### src/rtl/dcache_wbuf_if.sv
// AXI-style write channel bundle (AW/W/B) shared by the D-cache side and the
// arbiter side of the write-back buffer.
interface dcache_wbuf_if;
  logic [31:0] awaddr;
  logic [7:0]  awlen;
  logic [2:0]  awsize;
  logic        awvalid;
  logic        awready;
  logic [31:0] wdata;
  logic [3:0]  wstrb;
  logic        wlast;
  logic        wvalid;
  logic        wready;
  logic        bvalid;
  logic        bready;

  modport master (
    output awaddr, awlen, awsize, awvalid, wdata, wstrb, wlast, wvalid, bready,
    input  awready, wready, bvalid
  );

  modport slave (
    input  awaddr, awlen, awsize, awvalid, wdata, wstrb, wlast, wvalid, bready,
    output awready, wready, bvalid
  );
endinterface

### src/rtl/dcache_wbuf.sv
// Write-back buffer: captures D-cache write bursts, acknowledges them locally,
// drains them in FIFO order downstream and flags reads that hit a buffered line.
module dcache_wbuf #(
  parameter int LINE_WORDS = 8,
  parameter int DEPTH      = 2
) (
  input  logic                aclk,
  input  logic                aresetn,
  dcache_wbuf_if.slave        s_axi,
  dcache_wbuf_if.master       m_axi,
  input  logic [31:0]         chk_addr,
  output logic                chk_hit,
  output logic                empty
);

  localparam int PW  = $clog2(DEPTH);
  localparam int BW  = $clog2(LINE_WORDS);
  localparam int OFF = $clog2(LINE_WORDS * 4);
  localparam logic [PW:0]   DEPTH_C   = (PW + 1)'(DEPTH);
  localparam logic [PW:0]   PTR_ONE   = (PW + 1)'(1);
  localparam logic [BW-1:0] BEAT_ONE  = BW'(1);
  localparam logic [BW-1:0] LAST_BEAT = BW'(LINE_WORDS - 1);

  typedef enum logic [1:0] {C_IDLE, C_W, C_B} cap_state_e;
  typedef enum logic [1:0] {D_IDLE, D_AW, D_W, D_B} drn_state_e;

  cap_state_e      c_state_q, c_state_d;
  drn_state_e      d_state_q, d_state_d;
  logic [PW:0]     wr_ptr_q, wr_ptr_d, rd_ptr_q, rd_ptr_d;
  logic [BW-1:0]   beat_cnt_q, beat_cnt_d, dbeat_q, dbeat_d;
  logic [31:0]     addr_q [DEPTH];
  logic [31:0]     addr_d [DEPTH];
  logic [7:0]      len_q  [DEPTH];
  logic [7:0]      len_d  [DEPTH];
  logic [2:0]      size_q [DEPTH];
  logic [2:0]      size_d [DEPTH];
  logic [31:0]     data_q [DEPTH][LINE_WORDS];
  logic [31:0]     data_d [DEPTH][LINE_WORDS];
  logic [3:0]      strb_q [DEPTH][LINE_WORDS];
  logic [3:0]      strb_d [DEPTH][LINE_WORDS];
  logic [DEPTH-1:0] valid_q, valid_d;

  logic [PW:0]     count_s;
  logic [PW-1:0]   wr_idx_s, rd_idx_s;
  logic            room_s, commit_s, pop_s, last_s, chk_hit_s;
  logic            unused_s;

  assign count_s  = wr_ptr_q - rd_ptr_q;
  assign wr_idx_s = wr_ptr_q[PW-1:0];
  assign rd_idx_s = rd_ptr_q[PW-1:0];
  assign room_s   = (count_s < DEPTH_C);
  assign unused_s = ^chk_addr[OFF-1:0];

  // Capture FSM: accept one burst into slot wr_ptr and answer B locally.
  always_comb begin
    c_state_d     = c_state_q;
    wr_ptr_d      = wr_ptr_q;
    beat_cnt_d    = beat_cnt_q;
    addr_d        = addr_q;
    len_d         = len_q;
    size_d        = size_q;
    data_d        = data_q;
    strb_d        = strb_q;
    commit_s      = 1'b0;
    s_axi.awready = 1'b0;
    s_axi.wready  = 1'b0;
    s_axi.bvalid  = 1'b0;
    case (c_state_q)
      C_IDLE: begin
        s_axi.awready = room_s;
        if (s_axi.awvalid && room_s) begin
          addr_d[wr_idx_s] = s_axi.awaddr;
          len_d[wr_idx_s]  = s_axi.awlen;
          size_d[wr_idx_s] = s_axi.awsize;
          beat_cnt_d       = {BW{1'b0}};
          c_state_d        = C_W;
        end else begin
          c_state_d = C_IDLE;
        end
      end
      C_W: begin
        s_axi.wready = 1'b1;
        if (s_axi.wvalid) begin
          // Over-long bursts keep overwriting the last slot.
          data_d[wr_idx_s][beat_cnt_q] = s_axi.wdata;
          strb_d[wr_idx_s][beat_cnt_q] = s_axi.wstrb;
          beat_cnt_d = (beat_cnt_q == LAST_BEAT) ? beat_cnt_q : beat_cnt_q + BEAT_ONE;
          if (s_axi.wlast) begin
            commit_s  = 1'b1;
            wr_ptr_d  = wr_ptr_q + PTR_ONE;
            c_state_d = C_B;
          end else begin
            c_state_d = C_W;
          end
        end else begin
          c_state_d = C_W;
        end
      end
      C_B: begin
        s_axi.bvalid = 1'b1;
        if (s_axi.bready) begin
          c_state_d = C_IDLE;
        end else begin
          c_state_d = C_B;
        end
      end
      default: c_state_d = C_IDLE;
    endcase
  end

  // Drain FSM: replay the oldest committed entry as an AW/W/B transaction.
  always_comb begin
    d_state_d      = d_state_q;
    rd_ptr_d       = rd_ptr_q;
    dbeat_d        = dbeat_q;
    pop_s          = 1'b0;
    last_s         = (8'(dbeat_q) == len_q[rd_idx_s]);
    m_axi.awaddr   = 32'h0;
    m_axi.awlen    = 8'h0;
    m_axi.awsize   = 3'h0;
    m_axi.awvalid  = 1'b0;
    m_axi.wdata    = 32'h0;
    m_axi.wstrb    = 4'h0;
    m_axi.wlast    = 1'b0;
    m_axi.wvalid   = 1'b0;
    m_axi.bready   = 1'b0;
    case (d_state_q)
      D_IDLE: begin
        if (count_s != {(PW + 1){1'b0}}) begin
          d_state_d = D_AW;
        end else begin
          d_state_d = D_IDLE;
        end
      end
      D_AW: begin
        m_axi.awvalid = 1'b1;
        m_axi.awaddr  = addr_q[rd_idx_s];
        m_axi.awlen   = len_q[rd_idx_s];
        m_axi.awsize  = size_q[rd_idx_s];
        if (m_axi.awready) begin
          dbeat_d   = {BW{1'b0}};
          d_state_d = D_W;
        end else begin
          d_state_d = D_AW;
        end
      end
      D_W: begin
        m_axi.wvalid = 1'b1;
        m_axi.wdata  = data_q[rd_idx_s][dbeat_q];
        m_axi.wstrb  = strb_q[rd_idx_s][dbeat_q];
        m_axi.wlast  = last_s;
        if (m_axi.wready && last_s) begin
          d_state_d = D_B;
        end else if (m_axi.wready) begin
          dbeat_d   = (dbeat_q == LAST_BEAT) ? dbeat_q : dbeat_q + BEAT_ONE;
          d_state_d = D_W;
        end else begin
          d_state_d = D_W;
        end
      end
      D_B: begin
        m_axi.bready = 1'b1;
        if (m_axi.bvalid) begin
          pop_s     = 1'b1;
          rd_ptr_d  = rd_ptr_q + PTR_ONE;
          d_state_d = D_IDLE;
        end else begin
          d_state_d = D_B;
        end
      end
      default: d_state_d = D_IDLE;
    endcase
  end

  // Valid bits: set on commit, cleared on downstream completion.
  always_comb begin
    valid_d = valid_q;
    for (int i = 0; i < DEPTH; i++) begin
      valid_d[i] = (valid_q[i] | (commit_s && (wr_idx_s == PW'(i))))
                 & ~(pop_s && (rd_idx_s == PW'(i)));
    end
  end

  // Line-granular hazard match; the entry being captured counts as buffered.
  always_comb begin
    chk_hit_s = 1'b0;
    for (int i = 0; i < DEPTH; i++) begin
      if ((valid_q[i] || ((c_state_q == C_W) && (wr_idx_s == PW'(i)))) &&
          (addr_q[i][31:OFF] == chk_addr[31:OFF])) begin
        chk_hit_s = 1'b1;
      end else begin
        chk_hit_s = chk_hit_s;
      end
    end
  end

  assign chk_hit = chk_hit_s;
  assign empty   = (count_s == {(PW + 1){1'b0}}) && (c_state_q == C_IDLE) && (d_state_q == D_IDLE);

  // State, pointer and storage registers.
  always_ff @(posedge aclk or negedge aresetn) begin
    if (!aresetn) begin
      c_state_q  <= C_IDLE;
      d_state_q  <= D_IDLE;
      wr_ptr_q   <= {(PW + 1){1'b0}};
      rd_ptr_q   <= {(PW + 1){1'b0}};
      beat_cnt_q <= {BW{1'b0}};
      dbeat_q    <= {BW{1'b0}};
      valid_q    <= {DEPTH{1'b0}};
      for (int i = 0; i < DEPTH; i++) begin
        addr_q[i] <= 32'h0;
        len_q[i]  <= 8'h0;
        size_q[i] <= 3'h0;
        for (int j = 0; j < LINE_WORDS; j++) begin
          data_q[i][j] <= 32'h0;
          strb_q[i][j] <= 4'h0;
        end
      end
    end else begin
      c_state_q  <= c_state_d;
      d_state_q  <= d_state_d;
      wr_ptr_q   <= wr_ptr_d;
      rd_ptr_q   <= rd_ptr_d;
      beat_cnt_q <= beat_cnt_d;
      dbeat_q    <= dbeat_d;
      valid_q    <= valid_d;
      addr_q     <= addr_d;
      len_q      <= len_d;
      size_q     <= size_d;
      data_q     <= data_d;
      strb_q     <= strb_d;
    end
  end

endmodule

### src/flat_wrapper.sv
// flat-port wrapper written by rule: the top's interface ports become plain ports
module dcache_wbuf_flat 
#(
  parameter int LINE_WORDS = 8,
  parameter int DEPTH      = 2
)
  (aclk, aresetn, chk_addr, chk_hit, empty, s_axi_awaddr, s_axi_awlen, s_axi_awsize, s_axi_awvalid, s_axi_wdata, s_axi_wstrb, s_axi_wlast, s_axi_wvalid, s_axi_bready, s_axi_awready, s_axi_wready, s_axi_bvalid, m_axi_awaddr, m_axi_awlen, m_axi_awsize, m_axi_awvalid, m_axi_wdata, m_axi_wstrb, m_axi_wlast, m_axi_wvalid, m_axi_bready, m_axi_awready, m_axi_wready, m_axi_bvalid);
  dcache_wbuf_if s_axi_i ();
  dcache_wbuf_if m_axi_i ();
  input  logic aclk;
  input  logic aresetn;
  input  logic [31:0] chk_addr;
  output logic chk_hit;
  output logic empty;
  input wire logic [$bits(s_axi_i.awaddr)-1:0] s_axi_awaddr;
  input wire logic [$bits(s_axi_i.awlen)-1:0] s_axi_awlen;
  input wire logic [$bits(s_axi_i.awsize)-1:0] s_axi_awsize;
  input wire logic [$bits(s_axi_i.awvalid)-1:0] s_axi_awvalid;
  input wire logic [$bits(s_axi_i.wdata)-1:0] s_axi_wdata;
  input wire logic [$bits(s_axi_i.wstrb)-1:0] s_axi_wstrb;
  input wire logic [$bits(s_axi_i.wlast)-1:0] s_axi_wlast;
  input wire logic [$bits(s_axi_i.wvalid)-1:0] s_axi_wvalid;
  input wire logic [$bits(s_axi_i.bready)-1:0] s_axi_bready;
  output wire logic [$bits(s_axi_i.awready)-1:0] s_axi_awready;
  output wire logic [$bits(s_axi_i.wready)-1:0] s_axi_wready;
  output wire logic [$bits(s_axi_i.bvalid)-1:0] s_axi_bvalid;
  output wire logic [$bits(m_axi_i.awaddr)-1:0] m_axi_awaddr;
  output wire logic [$bits(m_axi_i.awlen)-1:0] m_axi_awlen;
  output wire logic [$bits(m_axi_i.awsize)-1:0] m_axi_awsize;
  output wire logic [$bits(m_axi_i.awvalid)-1:0] m_axi_awvalid;
  output wire logic [$bits(m_axi_i.wdata)-1:0] m_axi_wdata;
  output wire logic [$bits(m_axi_i.wstrb)-1:0] m_axi_wstrb;
  output wire logic [$bits(m_axi_i.wlast)-1:0] m_axi_wlast;
  output wire logic [$bits(m_axi_i.wvalid)-1:0] m_axi_wvalid;
  output wire logic [$bits(m_axi_i.bready)-1:0] m_axi_bready;
  input wire logic [$bits(m_axi_i.awready)-1:0] m_axi_awready;
  input wire logic [$bits(m_axi_i.wready)-1:0] m_axi_wready;
  input wire logic [$bits(m_axi_i.bvalid)-1:0] m_axi_bvalid;
  assign s_axi_i.awaddr = s_axi_awaddr;
  assign s_axi_i.awlen = s_axi_awlen;
  assign s_axi_i.awsize = s_axi_awsize;
  assign s_axi_i.awvalid = s_axi_awvalid;
  assign s_axi_i.wdata = s_axi_wdata;
  assign s_axi_i.wstrb = s_axi_wstrb;
  assign s_axi_i.wlast = s_axi_wlast;
  assign s_axi_i.wvalid = s_axi_wvalid;
  assign s_axi_i.bready = s_axi_bready;
  assign s_axi_awready = s_axi_i.awready;
  assign s_axi_wready = s_axi_i.wready;
  assign s_axi_bvalid = s_axi_i.bvalid;
  assign m_axi_awaddr = m_axi_i.awaddr;
  assign m_axi_awlen = m_axi_i.awlen;
  assign m_axi_awsize = m_axi_i.awsize;
  assign m_axi_awvalid = m_axi_i.awvalid;
  assign m_axi_wdata = m_axi_i.wdata;
  assign m_axi_wstrb = m_axi_i.wstrb;
  assign m_axi_wlast = m_axi_i.wlast;
  assign m_axi_wvalid = m_axi_i.wvalid;
  assign m_axi_bready = m_axi_i.bready;
  assign m_axi_i.awready = m_axi_awready;
  assign m_axi_i.wready = m_axi_wready;
  assign m_axi_i.bvalid = m_axi_bvalid;
  dcache_wbuf #(.LINE_WORDS(LINE_WORDS), .DEPTH(DEPTH)) u_core (.aclk(aclk), .aresetn(aresetn), .s_axi(s_axi_i), .m_axi(m_axi_i), .chk_addr(chk_addr), .chk_hit(chk_hit), .empty(empty));
endmodule
### config.mk
export PLATFORM = sky130hd
export DESIGN_NAME = dcache_wbuf_flat
export DESIGN_NICKNAME = d
export VERILOG_FILES = /design/src/rtl/dcache_wbuf_if.sv /design/src/rtl/dcache_wbuf.sv /design/src/flat_wrapper.sv
export SDC_FILE = /design/constraint.sdc
export NUM_CORES = 1
export LEC_CHECK = 0
export BUFFER_PORTS_ARGS = -buffer_cell sky130_fd_sc_hd__buf_2
export CAP_MARGIN = 30
export CORE_MARGIN = 2
export CORE_UTILIZATION = 32
export DETAILED_ROUTE_END_ITERATION = 16
export PLACE_DENSITY_LB_ADDON = 0.25
export SKIP_LAST_GASP = 1
export SLEW_MARGIN = 20
export SYNTH_ARGS = -nofsm -noshare
export SYNTH_HDL_FRONTEND = slang
export SYNTH_SLANG_ARGS = --single-unit
### constraint.sdc
create_clock -name aclk -period 2.9 [get_ports aclk]
set_clock_uncertainty 0.2 [all_clocks]
set_input_delay 0 -clock aclk [delete_from_list [all_inputs] [get_ports aclk]]
set_output_delay 0 -clock aclk [all_outputs]
set_load 0.03 [all_outputs]
==> metrics.txt <==
# TYPE chip_impl_metric gauge
chip_impl_info{name="status",value="finished, violations left"} 1
chip_impl_info{name="failed_checks",value="setup timing"} 1
chip_impl_info{name="worstSetupEndpointType",value="output port"} 1
chip_impl_info{name="grt-busiest-layer",value="met2"} 1
chip_impl_metric{name="dr_total_vias",unit=""} 18600
chip_impl_metric{name="syn-num-nets",unit=""} 2106
chip_impl_metric{name="power_density",unit="nW/um^2"} 1030
chip_impl_metric{name="p_int",unit="mW"} 27.8
chip_impl_metric{name="timing.final.setup_violations",unit=""} 36
chip_impl_metric{name="floorplan.rows",unit=""} 114
chip_impl_metric{name="globalRouteOverflowTotal",unit=""} 0
chip_impl_metric{name="p_sw_share",unit="%"} 31.6
chip_impl_metric{name="initial_utilization",unit="%"} 32.4
chip_impl_info{name="crit_path_top_delay_cell",value="sky130_fd_sc_hd__mux4_2"} 1
chip_impl_metric{name="layout_min_cycle_time",unit="ps"} 3120
chip_impl_info{name="final_common_cell",value="sky130_fd_sc_hd__dfrtp_1"} 1
chip_impl_metric{name="clkSlewWorstSetupHoldPaths",unit="ps"} 60
chip_impl_metric{name="p_sw",unit="mW"} 12.8
chip_impl_metric{name="number_of_warnings_issued_by_yosys",unit=""} 0
chip_impl_metric{name="detail_route.vias_per_cell",unit=""} 5.01
chip_impl_metric{name="clock_power_share",unit="%"} 25.7
chip_impl_metric{name="chip_width",unit="um"} 317
chip_impl_metric{name="timing.max_slew.rel_slack",unit="%"} 57.2
chip_impl_metric{name="route.antenna.remaining_nets",unit=""} 0
chip_impl_info{name="mostFrequentLayoutCells",value="sky130_fd_sc_hd__dfrtp_1, sky130_fd_sc_hd__mux2_2, sky130_fd_sc_hd__mux4_2"} 1
chip_impl_metric{name="met1_usage",unit="%"} 21.3
chip_impl_metric{name="met3_usage",unit="%"} 2.92
chip_impl_metric{name="cts-htree-levels",unit=""} 3
chip_impl_metric{name="finalSetupTns",unit="ps"} -5740
chip_impl_metric{name="worstPathMaxFanout",unit=""} 9
chip_impl_metric{name="final.period_utilization",unit="%"} 107
chip_impl_metric{name="syn_area",unit="um^2"} 31400
chip_impl_metric{name="placeableCoreArea",unit="um^2"} 97000
chip_impl_metric{name="area_growth_syn_to_layout",unit="%"} 25.3
chip_impl_metric{name="setup.reg_to_reg.worst_slack",unit="ps"} 180
chip_impl_metric{name="synthDistinctLibCells",unit=""} 42
chip_impl_metric{name="port_buffers",unit=""} 202
chip_impl_metric{name="place_ws",unit="ps"} 184
chip_impl_metric{name="synth.avg_cell_area",unit="um^2"} 15.8
chip_impl_metric{name="finalCoreUtilization",unit="%"} 40.5
chip_impl_metric{name="nets",unit=""} 2486
chip_impl_metric{name="ys_ff_latch",unit=""} 678
chip_impl_metric{name="detailed_place_hpwl",unit="um"} 49200
chip_impl_metric{name="fmax",unit="MHz"} 321
chip_impl_metric{name="detailedRoute.firstPassIterationCount",unit=""} 6
chip_impl_info{name="rsz0062_at_grt",value="true"} 1
chip_impl_metric{name="number_of_antenna_violations_at_the_first_check_in_global_routing",unit=""} 6
chip_impl_metric{name="sequential_cell_area",unit="um^2"} 17000
chip_impl_metric{name="finalWeightedCongestion",unit=""} 0.746
chip_impl_metric{name="fin_worst_setup_slack",unit="ps"} -217
chip_impl_metric{name="ir_worst_vdd",unit="mV"} 0.533
chip_impl_metric{name="maxCapViolations",unit=""} 0
chip_impl_metric{name="combinationalPowerShare",unit="%"} 37.8
chip_impl_metric{name="grt.total_usage",unit="%"} 17.0
chip_impl_metric{name="critical_path_required",unit="ps"} 2700
chip_impl_metric{name="pin_count_of_the_biggest_net_entering_global_routing",unit=""} 93
chip_impl_metric{name="final_hold_viol_count",unit=""} 0
chip_impl_metric{name="wl_per_instance",unit="um"} 23.1
chip_impl_metric{name="cts.sinks",unit=""} 678
chip_impl_metric{name="postRouteWirelength",unit="um"} 85600
chip_impl_metric{name="multi_input_area",unit="um^2"} 13800
chip_impl_metric{name="cp_slowest_stage_delay",unit="ps"} 520
chip_impl_info{name="timing.critical_path.cells",value="buf_12 > buf_16 > buf_12 > mux4_2 > mux4_2 > and2_1 > buf_2"} 1
chip_impl_info{name="cp-start-kind",value="flip-flop"} 1
chip_impl_metric{name="final.hold.worst_slack",unit="ps"} 163
chip_impl_metric{name="place.detailed.instances",unit=""} 3377
chip_impl_metric{name="numCtsBuffers",unit=""} 81
chip_impl_metric{name="layout.cells.non_filler",unit=""} 3705
chip_impl_metric{name="clock_tree.buffer_depth",unit=""} 3
chip_impl_metric{name="tightestPinTransition",unit="ps"} 636
chip_impl_metric{name="num-fill-cells",unit=""} 8887
chip_impl_metric{name="power.sequential.fraction",unit="%"} 36.5
chip_impl_metric{name="final_slew_viol_count",unit=""} 0
chip_impl_metric{name="die-area",unit="um^2"} 101000
chip_impl_metric{name="final_layout_size_suffix_gt1_share",unit="%"} 55.5
chip_impl_metric{name="clk_latency",unit="ps"} 630
chip_impl_metric{name="power.static_leakage",unit="nW"} 18.1
chip_impl_metric{name="arrival",unit="ps"} 2920
chip_impl_info{name="tritoncts",value="yes"} 1
chip_impl_metric{name="number_of_cells_produced_by_synthesis",unit=""} 1981
chip_impl_info{name="clockRootBuffer",value="sky130_fd_sc_hd__clkbuf_16"} 1
chip_impl_info{name="hold_class",value="input pin to flip-flop"} 1
chip_impl_metric{name="use_met2",unit="%"} 30.1
chip_impl_metric{name="io-pin-count",unit=""} 208
chip_impl_metric{name="drt_iter0_drc",unit=""} 974
chip_impl_metric{name="grt_pass1_vias",unit=""} 20800
chip_impl_metric{name="die_ht",unit="um"} 317
chip_impl_metric{name="grt_first_pass_wirelength",unit="um"} 130000
chip_impl_metric{name="drt_drc_violations_left",unit=""} 0
chip_impl_info{name="timing.setup.critical_path_class",value="flip-flop to output port"} 1
chip_impl_metric{name="ys_seq_area_share",unit="%"} 54.1
kinds of logic (layout without fill, tap and decap cells):
family / Yosys count / in the layout / synth area share (%)
AOI/OAI and AO/OA: 21 / 21 / 0.403
buffers and inverters: 162 / 608 / 2.52
DFF: 678 / 678 / 54.1
adders and majority gates: 5 / 5 / 0.199
xor gates and xnor gates: 61 / 61 / 1.75
muxes: 888 / 888 / 38.1
other: 0 / 2 / 0
and+or+nand+nor: 166 / 166 / 2.91
power groups by stage:
stage	clock, mW	sequential, mW	combinational, mW
floorplan	0	14.2	10.4
global placement	0	14.7	13.6
detailed placement	0	15.0	13.9
CTS	10.7	14.7	14.6
global route	11.2	15.2	16.4
finish	10.4	14.8	15.3
cell usage after synthesis:
master	n	area, um^2
sky130_fd_sc_hd__nor3_2	4	40.0
sky130_fd_sc_hd__xor3_2	1	25.0
sky130_fd_sc_hd__buf_2	60	300
sky130_fd_sc_hd__nor4b_4	1	23.8
sky130_fd_sc_hd__a21o_2	1	8.76
sky130_fd_sc_hd__inv_1	9	33.8
sky130_fd_sc_hd__mux4_2	180	4050
sky130_fd_sc_hd__clkinv_1	1	3.75
sky130_fd_sc_hd__nand3_2	2	20.0
sky130_fd_sc_hd__a31oi_1	1	6.26
sky130_fd_sc_hd__mux2_2	663	7470
sky130_fd_sc_hd__or4_1	1	7.51
sky130_fd_sc_hd__ha_1	5	62.6
sky130_fd_sc_hd__xnor2_1	32	280
sky130_fd_sc_hd__xor2_1	28	245
sky130_fd_sc_hd__nor2b_1	4	25.0
sky130_fd_sc_hd__nand2_1	17	63.8
sky130_fd_sc_hd__and3b_1	1	8.76
sky130_fd_sc_hd__a21oi_1	8	40.0
sky130_fd_sc_hd__nand2_4	2	22.5
sky130_fd_sc_hd__buf_4	9	67.6
sky130_fd_sc_hd__nand3_1	4	20.0
sky130_fd_sc_hd__o31ai_1	1	7.51
sky130_fd_sc_hd__a32oi_1	1	8.76
sky130_fd_sc_hd__and2_1	38	238
sky130_fd_sc_hd__nor3_1	4	20.0
sky130_fd_sc_hd__o21a_1	1	7.51
sky130_fd_sc_hd__buf_6	10	113
sky130_fd_sc_hd__nor2_2	6	37.5
sky130_fd_sc_hd__nand4_1	11	68.8
sky130_fd_sc_hd__nand2b_1	4	25.0
sky130_fd_sc_hd__clkbuf_1	63	236
sky130_fd_sc_hd__o21ai_0	6	30.0
sky130_fd_sc_hd__and2b_1	1	7.51
sky130_fd_sc_hd__mux2i_1	45	450
sky130_fd_sc_hd__nand4_2	1	12.5
sky130_fd_sc_hd__a22o_1	2	17.5
sky130_fd_sc_hd__buf_1	10	37.5
sky130_fd_sc_hd__dfrtp_1	678	17000
sky130_fd_sc_hd__and3_1	2	12.5
sky130_fd_sc_hd__nor2_1	53	199
sky130_fd_sc_hd__nor4_1	10	62.6
critical path: cells and delay by family, from the launching register on:
family,cells,cell delay [ps]
buffers and inverters,4,640
flip-flops,1,430
AND/OR/NAND/NOR,1,180
multiplexers,2,1040
layout make-up:
cell class | count | share of cell area [%]
inverter | 10 | 0.0986
clock inverter | 30 | 0.869
clock buffer | 119 | 6.19
timing repair buffer | 449 | 10.5
tap | 1276 | 4.06
antenna | 2 | 0.0127
multi-input combinational | 1141 | 35.1
sequential | 678 | 43.2
repair_timing:
item	4_1_cts	5_1_grt
pin swaps	0	2
endpoints found under the hold margin	1356	0
gates resized for setup	13	108
hold buffers	139	0
gates cloned	1	10
setup buffers	17	11
endpoints found under the setup margin	77	37
worst paths after layout:
check / start / to / depth (start not counted)
max in group asynchronous: aresetn / u_core.data_q[424]$_DFFE_PN0P_ / 4
min reg2reg: u_core.wr_ptr_q[1]$_DFFE_PN0P_ / u_core.wr_ptr_q[1]$_DFFE_PN0P_ / 1
max reg2reg: u_core.rd_ptr_q[0]$_DFFE_PN0P_ / u_core.d_state_q[0]$_DFF_PN0_ / 10
max: u_core.rd_ptr_q[0]$_DFFE_PN0P_ / m_axi_wdata[23] / 7
min: s_axi_wdata[12] / u_core.data_q[76]$_DFFE_PN0P_ / 3
min in group asynchronous: aresetn / u_core.data_q[391]$_DFFE_PN0P_ / 4
routing by layer:
layer	share of wire, %	vias to the layer above
met5	0.040	-
met4	2.6	6
met2	52	297
li1	-	8119
met3	3.4	147
met1	42	9994
flip-flops by register name, indices dropped and copies added (netlist names):
signal and cells:
u_core.strb_q 64, u_core.d_state_q 2, u_core.data_q 512, u_core.size_q 6, u_core.dbeat_q 3, u_core.c_state_q 2
u_core.len_q 16, u_core.beat_cnt_q 3, u_core.rd_ptr_q 2, u_core.wr_ptr_q 2, u_core.valid_q 2, u_core.addr_q 64
metrics by stage:
stage	power [mW]	area (um^2)
5_1_grt	42.8	39300
3_5_place_dp	28.9	34300
6_report	40.6	39300
4_1_cts	40.1	38700
2_1_floorplan	24.6	31400
3_3_place_gp	28.3	34300
(Power assumes the default switching activity.)
